File: config.mk
export PLATFORM = sky130hd
export DESIGN_NAME = block_ppl_mult
export DESIGN_NICKNAME = d
export VERILOG_FILES = /design/src/rtl/block_ppl_mult.sv
export SDC_FILE = /design/constraint.sdc
export NUM_CORES = 1
export LEC_CHECK = 0
export ABC_AREA = 1
export CAP_MARGIN = 20
export CORE_MARGIN = 4
export CORE_UTILIZATION = 42
export DETAILED_ROUTE_END_ITERATION = 7
export SYNTH_ARGS = -nofsm -noshare
export SYNTH_HDL_FRONTEND = slang
export SYNTH_SLANG_ARGS = --single-unit
File: constraint.sdc
create_clock -name clk -period 3.9 [get_ports clk]
set_input_delay 0.78 -clock clk [delete_from_list [all_inputs] [get_ports clk]]
set_output_delay 0.78 -clock clk [all_outputs]
set_load 0.02 [all_outputs]
File: src/rtl/block_ppl_mult.sv
// rtl/block_ppl_mult.sv - pipelined signed x sign-magnitude coefficient multiplier for the IDCT datapath
// Optional macro DESCALE_EN adds a rounding >>>7 stage (latency 3 -> 4).
module block_ppl_mult #(
    parameter int DATA_W = 8,
    parameter int COEF_W = 8,
    parameter int OUT_W  = 16
) (
    input  logic              clk,
    input  logic              rst,
    input  logic              in_valid,
    input  logic [DATA_W-1:0] data,
    input  logic [COEF_W-1:0] biSignal,
    output logic              out_valid,
    output logic [OUT_W-1:0]  outputData
);

    localparam int MAG_W = COEF_W - 1;
    localparam int L1_N  = (MAG_W + 1) / 2;

    // S1 registers
    logic              r_s1_valid;
    logic              r_s1_sign;
    logic [DATA_W-1:0] r_s1_data;
    logic [MAG_W-1:0]  r_s1_mag;

    // S2 registers
    logic              r_s2_valid;
    logic              r_s2_sign;
    logic [OUT_W-1:0]  r_s2_sum_lo;
    logic [OUT_W-1:0]  r_s2_sum_hi;

    logic [OUT_W-1:0]  w_data_ext;
    logic [OUT_W-1:0]  w_pp [MAG_W];
    logic [OUT_W-1:0]  w_l1 [L1_N];
    logic [OUT_W-1:0]  w_sum_lo;
    logic [OUT_W-1:0]  w_sum_hi;
    logic [OUT_W-1:0]  w_prod;
    logic [OUT_W-1:0]  w_result;

    assign w_data_ext = {{(OUT_W-DATA_W){r_s1_data[DATA_W-1]}}, r_s1_data};

    // Partial products and a two-level adder tree: pairs first, then two halves.
    always_comb begin
        for (int k = 0; k < MAG_W; k++) begin
            w_pp[k] = r_s1_mag[k] ? (w_data_ext << k) : '0;
        end
        for (int i = 0; i < L1_N; i++) begin
            if (2 * i + 1 < MAG_W) begin
                w_l1[i] = w_pp[2*i] + w_pp[2*i+1];
            end else begin
                w_l1[i] = w_pp[2*i];
            end
        end
        w_sum_lo = '0;
        w_sum_hi = '0;
        for (int i = 0; i < L1_N; i++) begin
            if (i < L1_N / 2) begin
                w_sum_lo = w_sum_lo + w_l1[i];
            end else begin
                w_sum_hi = w_sum_hi + w_l1[i];
            end
        end
    end

    // Negating a zero product yields zero, so "negative zero" needs no special case.
    assign w_prod   = r_s2_sum_lo + r_s2_sum_hi;
    assign w_result = r_s2_sign ? (~w_prod + 1'b1) : w_prod;

    always_ff @(posedge clk) begin
        if (rst) begin
            r_s1_valid  <= 1'b0;
            r_s1_sign   <= 1'b0;
            r_s1_data   <= '0;
            r_s1_mag    <= '0;
            r_s2_valid  <= 1'b0;
            r_s2_sign   <= 1'b0;
            r_s2_sum_lo <= '0;
            r_s2_sum_hi <= '0;
        end else begin
            r_s1_valid  <= in_valid;
            r_s1_sign   <= biSignal[COEF_W-1];
            r_s1_data   <= data;
            r_s1_mag    <= biSignal[MAG_W-1:0];
            r_s2_valid  <= r_s1_valid;
            r_s2_sign   <= r_s1_sign;
            r_s2_sum_lo <= w_sum_lo;
            r_s2_sum_hi <= w_sum_hi;
        end
    end

`ifdef DESCALE_EN
    localparam int DESCALE_SH = 7;

    logic                    r_s3_valid;
    logic [OUT_W-1:0]        r_s3_result;
    logic signed [OUT_W-1:0] w_rounded;

    // Round half up before the arithmetic shift.
    assign w_rounded = $signed(r_s3_result + OUT_W'(1 << (DESCALE_SH - 1)));

    always_ff @(posedge clk) begin
        if (rst) begin
            r_s3_valid  <= 1'b0;
            r_s3_result <= '0;
            out_valid   <= 1'b0;
            outputData  <= '0;
        end else begin
            r_s3_valid <= r_s2_valid;
            if (r_s2_valid) begin
                r_s3_result <= w_result;
            end
            out_valid <= r_s3_valid;
            if (r_s3_valid) begin
                outputData <= OUT_W'(w_rounded >>> DESCALE_SH);
            end
        end
    end
`else
    always_ff @(posedge clk) begin
        if (rst) begin
            out_valid  <= 1'b0;
            outputData <= '0;
        end else begin
            out_valid <= r_s2_valid;
            if (r_s2_valid) begin
                outputData <= w_result;
            end
        end
    end
`endif

endmodule

==> impl_metrics.csv, run 1 <==
group,metric,value,unit
sta,fmax,296,MHz
setup_path,crit_chain,"nand2_1 > inv_1 > fa_1 > fa_1 > ha_1 > fa_1 > nand2_1 > inv_1 > o21ai_0 > nand2_1 > a31oi_1 > o21ai_0 > o21ai_0 > a21oi_1",
clock_network,cts_setup_buffers,0,
cells_and_area,drive_above_1_share,5.46,%
yosys,synth_adder_area_share,21.8,%
power,power.total,1.69,mW
die,die_y,113,um
clock_network,cts_root_buf,"clkbuf_8",
setup_path,cp_data_arrival_time,3.59,ns
sta,fin_tns_setup,0,ns
placement,pre_cts_ws,0.541,ns
global_routing,grt_max_degree,35,
clock_network,tritoncts,"done",
power,vdd_drop_max,0.000216,V
drt,drt_first_pass_iters,4,
yosys,synth_top_flop_cell,"dfxtp_1",
yosys,synth.area.top_cells,"dfxtp_1 28%, fa_1 13%, inv_1 12%",
global_routing,grt.total_usage,16.2,%
sta,tightest_slew,0.954,ns
flow_run,maxCapViolCount,0,
cells_and_area,nets,773,
sta,setup_violations,0,
drt,via_per_inst,4.56,
die,io_pins,36,
die,initial_core_util,42.8,%
die,dieArea,12700,um2
cells_and_area,antenna_cells,0,
global_routing,use_met1,20.4,%
global_routing,grt_pass1_vias,3690,
drt,route.detailed.drc,0,
clock_network,cts.path.max_buffers,2,
setup_path,worstPathBufferInverterCount,2,
cells_and_area,syn_to_final_growth,14.4,%
yosys,yosys-top-cells-count,"150 x inv_1, 150 x nand2_1, 65 x nor2_1",
setup_path,cp-start-kind,"flop",
clock_network,cts-resized-gates,0,
sta,slew-limit-headroom,36.3,%
clock_network,postCtsHoldBufs,0,
cells_and_area,fin_area,5280,um2
die,num_rows,38,
yosys,synth-seq-cells,64,
drt,vias,3812,
yosys,synth_compound_area_share,9.67,%
power,power_density,320,nW/um2
yosys,yosysSeqAreaShare,27.7,%
yosys,synth_top_family_by_area,"simple AND/OR/NAND/NOR gates",
setup_path,crit_family,"adder cells",
yosys,synthMuxAreaShare,0,%
setup_path,critPathKind,"flop to flop",
yosys,synth_area,4620,um2
sta,slew_viol_final,0,
placement,io_buffers,35,
placement,place_congestion,0.864,
clock_network,insertion_delay,0.34,ns
setup_path,path_max_fanout,8,
yosys,synth_cell_types,32,
sta,skew,0.0128,ns
global_routing,met3_usage,3.37,%
yosys,syn_nets,744,
global_routing,grt_pass1_wl,16.9,mm
sta,period_share,86.6,%
global_routing,top_usage_layer,"met2",
clock_network,cts-buffers-inserted,9,
power,p_leak,2.87,nW
global_routing,antenna_found_initial,0,
setup_path,required,4.11,ns
clock_network,h-tree-depth,3,
clock_network,clkTransAtPathRegs,0.07,ns
die,die_x,113,um
yosys,synth_edf_count,0,
sta,hold_ws,0.408,ns
yosys,syn_inst,662,
drt,wl_per_cell,11.6,um
placement,placed_area,5060,um2
yosys,synthSimpleGateAreaFrac,24.4,%
hold_path,hp-class,"flop to flop",
die,core_area,10800,um2
sta,rsz0062_at_grt,"no",
yosys,synth_area_per_cell,6.98,um2
yosys,yosysTopAreaCell,"dfxtp_1",
drt,finalWirelength,9.67,mm
setup_path,cpPeakStageDelay,0.49,ns
setup_path,crit_path_end_kind,"flop",
clock_network,cts_sinks,64,
yosys,ys_warn_count,0,
drt,postRouteAntennaNets,0,
yosys,async_flop_share,0,%
global_routing,grt_overflow_total,0,
cells_and_area,fillers,1082,
placement,hpwl,7.85,mm
global_routing,met2_usage,28.0,%
yosys,synth_xor_area_share,2.09,%
yosys,synth_top_area_share,27.7,%
sta,hold_violations,0,
sta,timing.final.crit_period,3.38,ns
drt,initialDrtViolationCount,143,
setup_path,critPathSlowestCell,"fa_1",
status,status,"complete, no violations",
sta,finalWorstSetupSlack,0.523,ns
==> sequential cells by signal, summed over array words and instances (netlist names) <==
register	cells
r_s2_valid	1
r_s1_mag	7
outputData	16
r_s1_sign	1
r_s1_valid	1
r_s2_sign	1
r_s2_sum_hi	12
out_valid	1
r_s1_data	8
r_s2_sum_lo	16
==> layer usage <==
metal	wire (um)	up-vias
met2	4690	50
met1	4570	1694
li1	-	2056
met4	126	0
met5	0	-
met3	289	12
==> worst reg2reg max path, delay by kind of cell, from the launching register on <==
kind / cells / cell delay (ns)
fa+ha+maj: 4 / 1.58
compound gates: 5 / 0.80
flops: 1 / 0.48
simple gates: 3 / 0.27
buf+inv: 2 / 0.13
==> where the power goes <==
part,leakage (nW),switching [mW],total [mW],internal [mW]
Combinational,2.24,0.193,0.325,0.132
Clock,0.106,0.264,0.641,0.376
Sequential,0.526,0.0354,0.726,0.690
Total,2.87,0.493,1.69,1.20
==> layout by cell type, fill, tap and decap left out, drive strengths merged <==
master / count
nand2: 162
inv: 152
nor2: 68
dfxtp: 64
a21oi: 49
clkdlybuf4s50: 35
ha: 34
fa: 29
o21ai: 29
nand3: 29
clkbuf: 11
xor2: 8
nor3: 5
nand4: 3
xnor2: 3
o221ai: 2
clkinvlp: 2
bufinv: 2
o21bai: 1
or2: 1
o2111ai: 1
a31oi: 1
nor3b: 1
o21a: 1
o311ai: 1
clkinv: 1
buf: 1
==> area by class of cell <==
class / count / area, um2 / share of cell area (%)
Multi-Input combinational cell: 428 / 2680 / 50.7
Sequential cell: 64 / 1280 / 24.2
Inverter: 152 / 571 / 10.8
Timing Repair Buffer: 36 / 358 / 6.77
Tap cell: 140 / 175 / 3.32
Clock buffer: 11 / 141 / 2.68
Clock inverter: 5 / 80.1 / 1.52
==> path summary, 6_finish.rpt <==
path	start	to	slack, ns	depth (start not counted)
setup / recovery	r_s1_mag[2]	r_s2_sum_lo[11]	0.52	14
hold / removal	r_s1_valid	r_s2_valid	0.41	2
setup reg to reg	r_s1_mag[2]	r_s2_sum_lo[11]	0.52	14
hold reg to reg	r_s1_valid	r_s2_valid	0.41	2
==> cells by family after synthesis <==
| logic type | Yosys count |
|---|---|
| adders and majority gates | 63 |
| DFF | 64 |
| and+or+nand+nor | 269 |
| buffers and inverters | 170 |
| xor gates and xnor gates | 11 |
| AOI/OAI and AO/OA | 85 |
==> per-stage QoR <==
stage | utilization (%) | instances
6_report | 49.0 | 836
5_1_grt | 49.0 | 836
3_3_place_gp | 46.9 | 820
3_5_place_dp | 46.9 | 820
2_1_floorplan | - | 662
4_1_cts | 49.0 | 836
Power figures use the tool's default switching activity.
==> run 2, diff against run 1 <==
PLACE_DENSITY = 0.67   (was default)
==> run 2 against run 1 <==
  * Clock skew fell by 0.00076 ns
  * Highest routed layer unchanged
  * Design area about the same
  * Fmax down 0.39%
  * Hold slack improved by 0.0021 ns
==> impl_metrics.csv, run 2 (synthesized netlist as in run 1, its figures left out) <==
group,metric,value,unit
sta,tightest_slew,0.913,ns
cells_and_area,multi_input_area,2680,um2
sta,rsz0062_at_grt,"no",
die,initial_core_util,42.8,%
clock_network,insertion_delay,0.35,ns
setup_path,cp-start-kind,"flop",
die,io_pins,36,
clock_network,cts-buffers-inserted,9,
setup_path,path_max_fanout,8,
sta,period_share,86.9,%
setup_path,timing.rr.start,"r_s1_mag[1]",
power,netSwitchingPower,515,uW
global_routing,grt_max_degree,35,
power,p_leak,2.87,nW
setup_path,required,4.18,ns
cells_and_area,fillers,1059,
global_routing,grt_pass1_vias,3867,
cells_and_area,register_area,1280,um2
cells_and_area,drive_above_1_share,5.60,%
hold_path,hp-class,"flop to flop",
drt,wl_met1,4.32,mm
setup_path,cp-startpoint,"r_s1_mag[1]",
placement,io_buffers,35,
power,vdd_drop_max,0.000196,V
sta,fin_tns_setup,0,ns
power,p_clk_share,38.4,%
sta,fmax,295,MHz
cells_and_area,nets,773,
global_routing,grt_pass1_wl,16.9,mm
sta,skew,0.0120,ns
global_routing,grt.total_usage,16.0,%
cells_and_area,antenna_cells,0,
sta,setup_violations,0,
drt,wl_per_cell,11.2,um
placement,place_congestion,0.866,
status,status,"complete, no violations",
drt,dr.max_layer_used,"met4",
drt,postRouteAntennaNets,0,
clock_network,cts_setup_buffers,0,
clock_network,cts.path.max_buffers,2,
clock_network,tritoncts,"done",
drt,dr_wl_met3,251,um
drt,initialDrtViolationCount,194,
sta,hold_violations,0,
placement,hpwl,7.65,mm
setup_path,critPathKind,"flop to flop",
power,seqPwrFrac,42.5,%
clock_network,postCtsHoldBufs,0,
cells_and_area,finish.utilization,49.0,%
die,die_y,113,um
power,swShare,30.2,%
setup_path,cp_data_arrival_time,3.67,ns
global_routing,antenna_found_initial,0,
global_routing,grt_overflow_total,0,
power,intPower,1.19,mW
sta,timing.final.crit_period,3.39,ns
clock_network,clkTransAtPathRegs,0.08,ns
hold_path,holdCritStartpoint,"r_s1_sign",
drt,wl_met2,4.63,mm
sta,hold_ws,0.411,ns
clock_network,cts-resized-gates,0,
die,num_rows,38,
drt,vias,3912,
power,power_density,322,nW/um2
drt,drt_first_pass_iters,4,
clock_network,cts_sinks,64,
cells_and_area,reg_top3,"outputData x16, r_s2_sum_lo x16, r_s2_sum_hi x12",
flow_run,maxCapViolCount,0,
cells_and_area,final_cell_mix,"150 x nand2_1, 150 x inv_1, 65 x nor2_1, 64 x dfxtp_1, 49 x a21oi_1",
power,p_comb_share,19.1,%
clock_network,h-tree-depth,3,
drt,finalWirelength,9.37,mm
die,core_area,10800,um2
setup_path,crit_path_end_kind,"flop",
sta,slew-limit-headroom,39.0,%
drt,route.detailed.drc,0,
cells_and_area,syn_to_final_growth,14.5,%
die,die_x,113,um
die,dieArea,12700,um2
clock_network,cts_root_buf,"clkbuf_8",
sta,slew_viol_final,0,
drt,via_per_inst,4.68,
run 2: changes by cell type in the layout (fill, tap and decap cells not counted), sizes merged:
cell	delta
inv	+3
clkbuf	-2
clkinv	-1
run 2: power groups by stage:
| stage | Sequential, mW | Combinational [mW] | Clock, mW |
|---|---|---|---|
| global route | 0.731 | 0.377 | 0.699 |
| floorplan | 0.733 | 0.241 | 0 |
| global placement | 0.739 | 0.319 | 0 |
| CTS | 0.725 | 0.328 | 0.673 |
| detailed placement | 0.740 | 0.326 | 0 |
| finish | 0.725 | 0.325 | 0.654 |
run 2: metrics by stage:
stage	cell area (um2)	power, mW	std cells	worst slack [ns]
after floorplan	4620	0.975	662	0.769
after global placement	5060	1.06	820	0.660
after detailed placement	5060	1.07	820	0.561
after CTS	5290	1.73	836	0.546
after global routing	5290	1.81	836	0.162
final	5290	1.70	836	0.509
run 2: area by class of cell:
| cell class | instances | area share (%) |
|---|---|---|
| Clock buffer | 9 | 2.34 |
| Clock inverter | 7 | 1.92 |
| Inverter | 152 | 10.8 |
| Multi-Input combinational cell | 428 | 50.6 |
| Sequential cell | 64 | 24.2 |
| Tap cell | 140 | 3.31 |
| Timing Repair Buffer | 36 | 6.77 |
run 2: worst paths after layout:
check / slack [ns] / to / cells after the start
worst max-delay path: 0.51 / r_s2_sum_lo[13] / 15
worst min-delay path: 0.41 / r_s2_sign / 2
worst max register to register: 0.51 / r_s2_sum_lo[13] / 15
worst min register to register: 0.41 / r_s2_sign / 2
run 2: worst max-delay path, stage by stage, from the launching register on:
cell	delay [ns]
dfxtp_1	0.49
nand2_1	0.08
inv_1	0.08
fa_1	0.44
fa_1	0.49
ha_1	0.26
fa_1	0.40
nand2_1	0.08
inv_1	0.05
o21ai_0	0.16
nand2_1	0.12
a31oi_1	0.24
o21ai_0	0.17
nand2_1	0.08
nand2_1	0.06
a21oi_1	0.13
run 2: metal layers:
| layer | global-route usage, % | vias up |
|---|---|---|
| li1 | - | 2061 |
| met1 | 19.2 | 1787 |
| met2 | 28.4 | 52 |
| met3 | 3.32 | 12 |
| met4 | 5.21 | 0 |
| met5 | 0 | - |
